`src/rtl/osd_pkg.sv`:
```
// Shared constants and types for the OSD character-RAM writer.
package osd_pkg;

  localparam int unsigned SCREEN_COLS = 48;
  localparam int unsigned SCREEN_ROWS = 32;
  localparam int unsigned OSD_CELLS   = SCREEN_COLS * SCREEN_ROWS;
  localparam int unsigned ADDR_W      = 11;
  localparam int unsigned TIMER_W     = 10;
  localparam int unsigned ROW_W       = 5;
  localparam int unsigned COL_W       = 6;

  typedef enum logic [1:0] {
    OSD_CLEAR  = 2'd0,
    OSD_SETPOS = 2'd1,
    OSD_PUTC   = 2'd2,
    OSD_SHOW   = 2'd3
  } osd_op_t;

  typedef enum logic {
    ST_IDLE  = 1'b0,
    ST_CLEAR = 1'b1
  } state_t;

  // row*48 + col as two shifts and adds; max 1535 fits ADDR_W.
  function automatic logic [ADDR_W-1:0] cell_addr(input logic [ROW_W-1:0] row,
                                                  input logic [COL_W-1:0] col);
    return (ADDR_W'(row) << 5) + (ADDR_W'(row) << 4) + ADDR_W'(col);
  endfunction

endpackage

```
`src/rtl/osd_frame_timer.sv`:
```
// Frame-count timer: decrements on vblank rising edges, drives osd_active.
module osd_frame_timer
  import osd_pkg::*;
(
  input  logic               clk_i,
  input  logic               rst_n_i,
  input  logic               vblank_i,
  input  logic               load_i,
  input  logic [TIMER_W-1:0] load_val_i,
  output logic               active_o
);

  logic               vblank_q;
  logic [TIMER_W-1:0] timer_q, timer_d;
  logic               active_q;
  logic               vb_rise;

  assign vb_rise = vblank_i && !vblank_q;

  // A load in the same cycle as a vblank edge takes priority over the decrement.
  always_comb begin
    timer_d = timer_q;
    if (load_i) begin
      timer_d = load_val_i;
    end else if (vb_rise && (timer_q != '0)) begin
      timer_d = timer_q - 1'b1;
    end
  end

  always_ff @(posedge clk_i or negedge rst_n_i) begin
    if (!rst_n_i) begin
      vblank_q <= 1'b0;
      timer_q  <= '0;
      active_q <= 1'b0;
    end else begin
      vblank_q <= vblank_i;
      timer_q  <= timer_d;
      active_q <= (timer_q != '0);
    end
  end

  assign active_o = active_q;

endmodule

```
`src/rtl/osd_text_writer.sv`:
```
// Command-driven writer for the OSD character RAM (port A) plus display timer.
module osd_text_writer
  import osd_pkg::*;
(
  input  logic              clk,
  input  logic              reset_n,
  input  logic              vblank,
  input  logic              cmd_valid,
  output logic              cmd_ready,
  input  logic [1:0]        cmd_op,
  input  logic [10:0]       cmd_arg,
  output logic [ADDR_W-1:0] addr_a,
  output logic [7:0]        data_a,
  output logic              we_a,
  output logic              osd_active,
  output logic              busy
);

  state_t            state_q, state_d;
  logic [ROW_W-1:0]  row_q, row_d;
  logic [COL_W-1:0]  col_q, col_d;
  logic [ADDR_W-1:0] addr_q, addr_d;
  logic [7:0]        data_q, data_d;
  logic              we_q, we_d;
  logic              busy_q, busy_d;
  logic              show_load;
  osd_op_t           op;

  assign op        = osd_op_t'(cmd_op);
  assign cmd_ready = (state_q == ST_IDLE);

  always_comb begin
    state_d   = state_q;
    row_d     = row_q;
    col_d     = col_q;
    addr_d    = addr_q;
    data_d    = data_q;
    we_d      = 1'b0;
    busy_d    = 1'b0;
    show_load = 1'b0;
    unique case (state_q)
      ST_IDLE: begin
        if (cmd_valid) begin
          unique case (op)
            OSD_CLEAR: begin
              state_d = ST_CLEAR;
              addr_d  = '0;
              data_d  = cmd_arg[7:0];
              we_d    = 1'b1;
              busy_d  = 1'b1;
              row_d   = '0;
              col_d   = '0;
            end
            OSD_SETPOS: begin
              row_d = cmd_arg[10:6];
              col_d = (cmd_arg[5:0] > COL_W'(SCREEN_COLS - 1)) ? COL_W'(SCREEN_COLS - 1)
                                                                : cmd_arg[5:0];
            end
            OSD_PUTC: begin
              we_d   = 1'b1;
              addr_d = cell_addr(row_q, col_q);
              data_d = cmd_arg[7:0];
              if (col_q == COL_W'(SCREEN_COLS - 1)) begin
                col_d = '0;
                row_d = (row_q == ROW_W'(SCREEN_ROWS - 1)) ? '0 : row_q + 1'b1;
              end else begin
                col_d = col_q + 1'b1;
              end
            end
            OSD_SHOW: begin
              show_load = 1'b1;
            end
          endcase
        end
      end
      ST_CLEAR: begin
        if (addr_q == ADDR_W'(OSD_CELLS - 1)) begin
          state_d = ST_IDLE;
        end else begin
          addr_d = addr_q + 1'b1;
          we_d   = 1'b1;
          busy_d = 1'b1;
        end
      end
    endcase
  end

  always_ff @(posedge clk or negedge reset_n) begin
    if (!reset_n) begin
      state_q <= ST_IDLE;
      row_q   <= '0;
      col_q   <= '0;
      addr_q  <= '0;
      data_q  <= '0;
      we_q    <= 1'b0;
      busy_q  <= 1'b0;
    end else begin
      state_q <= state_d;
      row_q   <= row_d;
      col_q   <= col_d;
      addr_q  <= addr_d;
      data_q  <= data_d;
      we_q    <= we_d;
      busy_q  <= busy_d;
    end
  end

  osd_frame_timer u_timer (
    .clk_i      (clk),
    .rst_n_i    (reset_n),
    .vblank_i   (vblank),
    .load_i     (show_load),
    .load_val_i (cmd_arg[TIMER_W-1:0]),
    .active_o   (osd_active)
  );

  assign addr_a = addr_q;
  assign data_a = data_q;
  assign we_a   = we_q;
  assign busy   = busy_q;

endmodule

```
`config.mk`:
```
export PLATFORM = sky130hd
export DESIGN_NAME = osd_text_writer
export DESIGN_NICKNAME = d
export VERILOG_FILES = /design/src/rtl/osd_pkg.sv /design/src/rtl/osd_frame_timer.sv /design/src/rtl/osd_text_writer.sv
export SDC_FILE = /design/constraint.sdc
export NUM_CORES = 1
export LEC_CHECK = 0
export ABC_CLOCK_PERIOD_IN_PS = 2950
export CAP_MARGIN = 20
export CORE_AREA = 4 4 86 88
export CTS_BUF_LIST = sky130_fd_sc_hd__clkbuf_8
export DETAILED_ROUTE_END_ITERATION = 8
export DIE_AREA = 0 0 90 92
export PLACE_DENSITY = 0.66
export SETUP_SLACK_MARGIN = 0.15
export SYNTH_ARGS = -nofsm -noshare
export SYNTH_HDL_FRONTEND = slang
export SYNTH_SLANG_ARGS = --single-unit
```
`constraint.sdc`:
```
create_clock -name clk -period 2.95 [get_ports clk]
set_input_delay 0.295 -clock clk [delete_from_list [all_inputs] [get_ports clk]]
set_output_delay 0.295 -clock clk [all_outputs]
set_load 0.02 [all_outputs]
```
==> results.md, run 1 <==
* Vias in the first global route at roughly 2500
* Synth Instances at around 330
* Sequential share of the synthesized area at 0.377
* Crit start category: flip-flop
* CP endpoint kind: flip-flop
* Worst Path Required at approximately 3200 ps
* Hold Path Class: input port to async pin
* Buf/Inv on CP at 0
* Sequential power share at 0.398
* Vias per cell at 5.90
* Max-Cap Viols at 0
* Yosys top cell area share at 0.377
* Status: finished clean
* Yosys reg bits at 44
* Finish-stage setup viols at 0
* Top Ports at 40
* Final setup margin at about 650 ps
* Synth Area in Simple Gates at 0.233
* Number of remaining DRC errors at 0
* Setup WS pre-CTS at about 480 ps
* Htree depth at 2
* Share of cells above drive strength 1 at 0.0604
* Total power at approximately 2.9 mW
* Clock Power Share at 0.131
* Rows at 30
* Wirelength, routed at around 7300 microns
* Antenna violations before repair at 0
* Dpl hpwl at between 5000 and 6000 microns
* CTS Buf Count at 5
* Gr usage total at 0.184
* Switching share of power at 0.421
* Psw at about 1.2 mW
* Synth top area cells: dfrtp_1, ha_1, nand2_1, nand3_1, inv_1
* Mux cell area share after synthesis at 0.00514
* Synth warn at 0
* Mapped Avg Cell Area at between 8 and 9 sq um
* ANT nets after route at 0
* CTS tree: done
* Die area at 8280 sq um
* Initial Util at 0.440
* Wirelength per Cell at 16.5 microns
* Cell family with most CP delay: adder cells
* N_diodes at 0
* Cts repair resizes at 0
* Synth unique cells at between 60 and 70
* Die Y at roughly 92 microns
* Most frequent cells in the layout: nand2_1, dfrtp_1, clkdlybuf4s50_1
* Post-synth EDFFs at 0
* Worst reg-to-reg path cell count at 7
* Cell mode on critical path: fa_1
* Fin crit period at 2300 ps
* Clock Skew at between 7 and 8 ps
* Leakage power at around 1.5 nW
* CP max FO at 6
* Fillers at ~650
* Net Count, Synth at around 370
* Detailed Route Iter0 Violations at roughly 210
* IO Port Bufs at 39
* Synth Area in Adders at 0.0951
* Root buffer cell: clkbuf_8
* Peak Freq at about 430 MHz
* Synth Area in XOR/XNOR at 0.0180
* Global-route wire length before repair at roughly 13000 microns
* Layout Area Growth over Synthesis at 19.2%
* Drt first pass iters at 4
* Largest stage delay, worst path at approximately 500 ps
* Combinational family with the most area after synthesis: simple AND/OR/NAND/NOR gates
* Worst vdd ir at between 400 and 500 uV
* Final Hold Viols at 0
* Worst-Skew Late Latency at 300 ps
* Combinational share of power at 0.471
* Most common cell after layout, fill and taps aside: nand2_1
* CP Cell Sequence: fa_1, ha_1, fa_1, nand3_1, a21bo_2, a31oi_1, a311oi_1
* Post-Syn Area at 2920 sq um
* Compound-Gate Fraction of Synth Area at 0.227
* CP max-delay cell: fa_1
* Core Box Area at 6640 sq um
* Final net count at about 400
* Worst path arrival time at between 2000 and 3000 ps
* RSZ-0062 raised after global routing: no
* TNS Setup at 0 ps
* Multi-input logic area at approximately 1700 sq um
* RR Endpoint: addr_a[9]$_DFFE_PN0P_
* DR vias at roughly 2600
* CTS clk-pin slew, worst paths at approximately 90 ps
* Fraction of registers with async set or reset after synthesis at 1.00
* Grt ovf at 0
* Prevailing post-synth register cell: dfrtp_1
* Rel. slew slack at 0.564
* Reg-to-reg slack, setup at about 650 ps
* Worst r2r src: row_q[0]$_DFFE_PN0P_
* Largest net degree at the start of global routing at 45
* Gpl congestion at approximately 0.89
* Deepest clock path buffer count at 2
* Final Max Tran Viols at 0
* Final Cycle Share at 0.780
* WS Path Type: flip-flop to flip-flop
* Clock sink total at 44
* P per Cell Area at 825 nW/um^2
* Register area at between 1000 and 1500 sq um
* Int Power at roughly 1.7 mW
* Measured slew at the worst slew-check pin at ~650 ps
* Area leader, netlist: dfrtp_1
* Die width at ~90 microns
-- final cells by class --
class	count	area share
Sequential cell	44	0.316
Inverter	18	0.0194
Tap cell	80	0.0287
Clock inverter	2	0.00359
Timing Repair Buffer	45	0.128
Multi-Input combinational cell	250	0.485
Clock buffer	5	0.0198
-- power groups by stage --
stage	Clock [mW]	Sequential (mW)	Combinational, mW
2_1_floorplan	0	1.24	0.778
3_3_place_gp	0	1.14	1.33
3_5_place_dp	0	1.15	1.35
4_1_cts	0.390	1.14	1.36
5_1_grt	0.417	1.18	1.52
6_report	0.378	1.14	1.35
-- what timing repair did --
item / in CTS / in global routing
hold buffers: 0 / 1
hold endpoints to repair: 0 / 4
setup buffers: 0 / 0
-- metrics by stage --
stage | instance area [sq um] | util | hold slack, ps | instances
5_1_grt | 3480 | 0.524 | 362 | 444
4_1_cts | 3450 | 0.520 | 197 | 442
3_3_place_gp | 3370 | 0.508 | 459 | 435
6_report | 3480 | 0.524 | 347 | 444
2_1_floorplan | 2920 | - | -0.591 | 327
3_5_place_dp | 3370 | 0.508 | 470 | 435
-- layer usage --
metal / up-vias / track usage / routed length, microns
met2: 57 / 0.300 / 3430
li1: 1270 / - / -
met4: 0 / 0.0485 / 49
met5: - / 0 / 0
met3: 4 / 0.0279 / 264
met1: 1288 / 0.255 / 3590
-- worst max-delay path by stage --
stage                         startpoint               endpoint  slack (ps)  depth (start not counted)
floorplan           row_q[0]$_DFFE_PN0P_  addr_a[9]$_DFFE_PN0P_         810                          7
global placement               cmd_op[0]  addr_a[0]$_DFFE_PN0P_         550                          8
detailed placement             cmd_op[0]  addr_a[0]$_DFFE_PN0P_         480                          8
CTS                 row_q[0]$_DFFE_PN0P_  addr_a[9]$_DFFE_PN0P_         640                          7
global route        row_q[0]$_DFFE_PN0P_  addr_a[9]$_DFFE_PN0P_         500                          7
finish              row_q[0]$_DFFE_PN0P_  addr_a[9]$_DFFE_PN0P_         650                          7
-- sequential cells by signal (all words and copies together), names as in the netlist --
register	count
busy	1
we_a	1
u_timer.timer_q	10
u_timer.vblank_q	1
data_a	8
row_q	5
u_timer.active_o	1
col_q	6
addr_a	11
-- cells by family after synthesis --
kind of cell	Yosys count
AO/OA/AOI/OAI	92
XOR/XNOR	6
adder cells (fa/ha/maj)	21
buffers and inverters	33
flip-flops	44
multiplexers	1
AND/OR/NAND/NOR	130
-- Yosys cell counts, types with 3 or more instances --
cell type and number:
and2_1 5, nor2b_1 6, nand3b_1 4, dfrtp_1 44, a32oi_1 3, nand3_1 17, o31ai_1 6, o21ai_0 12
o22ai_1 3, a21o_1 4, and3_1 3, o311ai_1 5, xnor2_1 4, nor3_1 4, a22oi_1 7, a21oi_1 9
or3_1 3, a31oi_1 10, inv_1 17, o21ai_1 8, nor2_1 10, ha_1 19, nand2b_1 5, nand2_1 52
clkbuf_1 13
Note: power is estimated with default switching activity, not from simulation.
==> inputs of run 2 (changes only) <==
--- a/config.mk
+++ b/config.mk
@@ -5,13 +5,13 @@
 export SDC_FILE = /design/constraint.sdc
 export NUM_CORES = 1
 export LEC_CHECK = 0
-export ABC_CLOCK_PERIOD_IN_PS = 2950
+export ABC_CLOCK_PERIOD_IN_PS = 2100
 export CAP_MARGIN = 20
 export CORE_AREA = 4 4 86 88
 export CTS_BUF_LIST = sky130_fd_sc_hd__clkbuf_8
 export DETAILED_ROUTE_END_ITERATION = 8
 export DIE_AREA = 0 0 90 92
-export PLACE_DENSITY = 0.66
+export PLACE_DENSITY = 0.69
 export SETUP_SLACK_MARGIN = 0.15
 export SYNTH_ARGS = -nofsm -noshare
 export SYNTH_HDL_FRONTEND = slang
==> constraint.sdc (replaced) <==
create_clock -name clk -period 2.1 [get_ports clk]
set_input_delay 0.21 -clock clk [delete_from_list [all_inputs] [get_ports clk]]
set_output_delay 0.21 -clock clk [all_outputs]
set_load 0.02 [all_outputs]
==> run 2 against run 1 <==
Effect of this change:
- global-route usage is 0.48 points higher
- routed wire length is 7.0% higher
- clock-buffer cell count stayed put
- sequential power is 41% higher
- combinational power is 67% higher
- die area stayed put
- critical path type unchanged
- largest cell class unchanged
- largest power group unchanged
==> results.md, run 2 (same netlist as run 1, synthesis figures left out) <==
* Peak Freq at 479 MHz (was 435 MHz)
* Initial Util at 0.440 (unchanged)
* Dpl hpwl at 5820 microns (was 5390 microns)
* Wirelength per Cell at 16.8 microns (was 16.5 microns)
* Worst Path Required at 2280 ps (was 3160 ps)
* Measured slew at the worst slew-check pin at 537 ps (was 653 ps)
* CP endpoint kind: flip-flop (unchanged)
* Layout Area Growth over Synthesis at 28.2% (was 19.2%)
* Die Y at 92 microns (unchanged)
* N_diodes at 0 (unchanged)
* Fillers at 598 (was 648)
* Detailed Route Iter0 Violations at 194 (was 212)
* Placed cell count at 452 (was 435)
* CTS clk-pin slew, worst paths at 90 ps (about the same)
* RSZ-0062 raised after global routing: yes (was no)
* Deepest clock path buffer count at 2 (unchanged)
* Post-Layout Cell Count at 466 (was 444)
* CTS tree: done (unchanged)
* Fin crit period at 2090 ps (was 2300 ps)
* Antenna violations before repair at 0 (unchanged)
* Max reg flops at 11 (unchanged)
* Gr usage total at 0.189 (was 0.184)
* DR vias at 2706 (was 2619)
* CTS Buf Count at 5 (unchanged)
* Max-Cap Viols at 0 (unchanged)
* P per Cell Area at 1180 nW/um^2 (was 825 nW/um^2)
* Status: finished clean (unchanged)
* Worst vdd ir at 704 uV (was 403 uV)
* Die width at 90 microns (unchanged)
* Largest net degree at the start of global routing at 24 (was 45)
* Number of remaining DRC errors at 0 (unchanged)
* Vias in the first global route at 2610 (was 2539)
* Clock sink total at 44 (unchanged)
* Drt first pass iters at 4 (unchanged)
* Final net count at 423 (was 402)
* Root buffer cell: clkbuf_8 (unchanged)
* Grt ovf at 0 (unchanged)
* Worst-Skew Late Latency at 300 ps (about the same)
* Leakage power at 1.59 nW (was 1.48 nW)
* ANT nets after route at 0 (unchanged)
* Crit start category: flip-flop (unchanged)
* IO Port Bufs at 39 (unchanged)
* Fin Hold WS at 385 ps (was 347 ps)
* Final Util at 0.564 (was 0.524)
* Final Hold Viols at 0 (unchanged)
* Share of cells above drive strength 1 at 0.161 (was 0.0604)
* Most common cell after layout, fill and taps aside: nand2_1 (unchanged)
* Core Box Area at 6640 sq um (unchanged)
* WS Path Type: flip-flop to flip-flop (unchanged)
* Final Max Tran Viols at 0 (unchanged)
* Die area at 8280 sq um (unchanged)
* Gpl congestion at 0.848 (was 0.890)
* Wirelength, routed at 7850 microns (was 7340 microns)
* Rows at 30 (unchanged)
* Htree depth at 2 (unchanged)
* Hold Path Class: input port to flip-flop (was input port to async pin)
* Most frequent cells in the layout: nand2_1, dfrtp_1, clkdlybuf4s50_1 (unchanged)
* Worst path arrival time at 2270 ps (was 2510 ps)
* Clock Skew at 7.61 ps (was 7.13 ps)
* Final setup margin at 11.8 ps (was 650 ps)
* CP max FO at 2 (was 6)
* Top Ports at 40 (unchanged)
* Vias per cell at 5.81 (was 5.90)
* Setup WS pre-CTS at 7.79 ps (was 476 ps)
* Rel. slew slack at 0.642 (was 0.564)
* Global-route wire length before repair at 12700 microns (was 12600 microns)
* Final Cycle Share at 0.994 (was 0.780)
* Finish-stage setup viols at 0 (unchanged)
==> run 2: layout make-up <==
| type | instances | area, sq um | share of cell area |
|---|---|---|---|
| Clock buffer | 5 | 68.8 | 0.0184 |
| Clock inverter | 3 | 18.8 | 0.00501 |
| Inverter | 18 | 67.6 | 0.0180 |
| Multi-Input combinational cell | 250 | 1780 | 0.476 |
| Sequential cell | 44 | 1100 | 0.295 |
| Tap cell | 80 | 100 | 0.0267 |
| Timing Repair Buffer | 66 | 603 | 0.161 |
==> run 2: critical path, stage by stage, from the launching register on <==
cell,delay (ps)
dfrtp_1,420
fa_2,500
ha_4,190
fa_2,380
xnor2_2,160
nor2_1,70
a31oi_1,140
o311ai_1,110
==> run 2: metrics by stage <==
step / setup TNS [ps] / power [mW] / instance area (sq um)
finish: 0 / 4.41 / 3740
CTS: 0 / 4.28 / 3660
global route: -185 / 4.73 / 3740
floorplan: 0 / 2.85 / 2930
global placement: 0 / 3.59 / 3520
detailed placement: 0 / 3.65 / 3520
==> run 2: repair_timing <==
action	CTS	global route
setup buffers	2	3
gates resized for setup	6	12
pin swaps	2	4
endpoints found under the setup margin	12	14
endpoints found under the hold margin	22	0
hold buffers	1	0
==> run 2: path summary, 6_finish.rpt <==
kind | slack (ps) | endpoint | startpoint | depth (start not counted)
worst max-delay path | 10 | addr_a[7]$_DFFE_PN0P_ | col_q[5]$_DFFE_PN0P_ | 7
worst min-delay path | 390 | u_timer.vblank_q$_DFF_PN0_ | vblank | 1
worst max register to register | 10 | addr_a[7]$_DFFE_PN0P_ | col_q[5]$_DFFE_PN0P_ | 7
worst min register to register | 480 | data_a[4]$_DFFE_PN0P_ | data_a[4]$_DFFE_PN0P_ | 2
max in group asynchronous | 1160 | row_q[3]$_DFFE_PN0P_ | reset_n | 3
min in group asynchronous | 410 | u_timer.timer_q[0]$_DFFE_PN0P_ | reset_n | 2
==> run 2: routing by layer <==
layer,routed length (microns),track usage
met2,3690,0.306
met1,3600,0.244
met5,0,0
met3,300,0.0386
met4,254,0.0842
==> run 2: power breakdown <==
group	switching, mW	internal (mW)	leakage, nW
logic	1.14	1.12	1.02
registers	0.415	1.19	0.525
clock network	0.309	0.232	0.0479
==> inputs of run 3 (changes only) <==
--- a/config.mk
+++ b/config.mk
@@ -5,10 +5,9 @@
 export SDC_FILE = /design/constraint.sdc
 export NUM_CORES = 1
 export LEC_CHECK = 0
-export ABC_CLOCK_PERIOD_IN_PS = 2100
 export CAP_MARGIN = 20
 export CORE_AREA = 4 4 86 88
-export CTS_BUF_LIST = sky130_fd_sc_hd__clkbuf_8
+export CTS_BUF_LIST = sky130_fd_sc_hd__clkbuf_4 sky130_fd_sc_hd__clkbuf_8 sky130_fd_sc_hd__clkbuf_16
 export DETAILED_ROUTE_END_ITERATION = 8
 export DIE_AREA = 0 0 90 92
 export PLACE_DENSITY = 0.69
==> results of run 3 <==
Same layout as run 2: the final DEF is identical, and so are final timing and power.
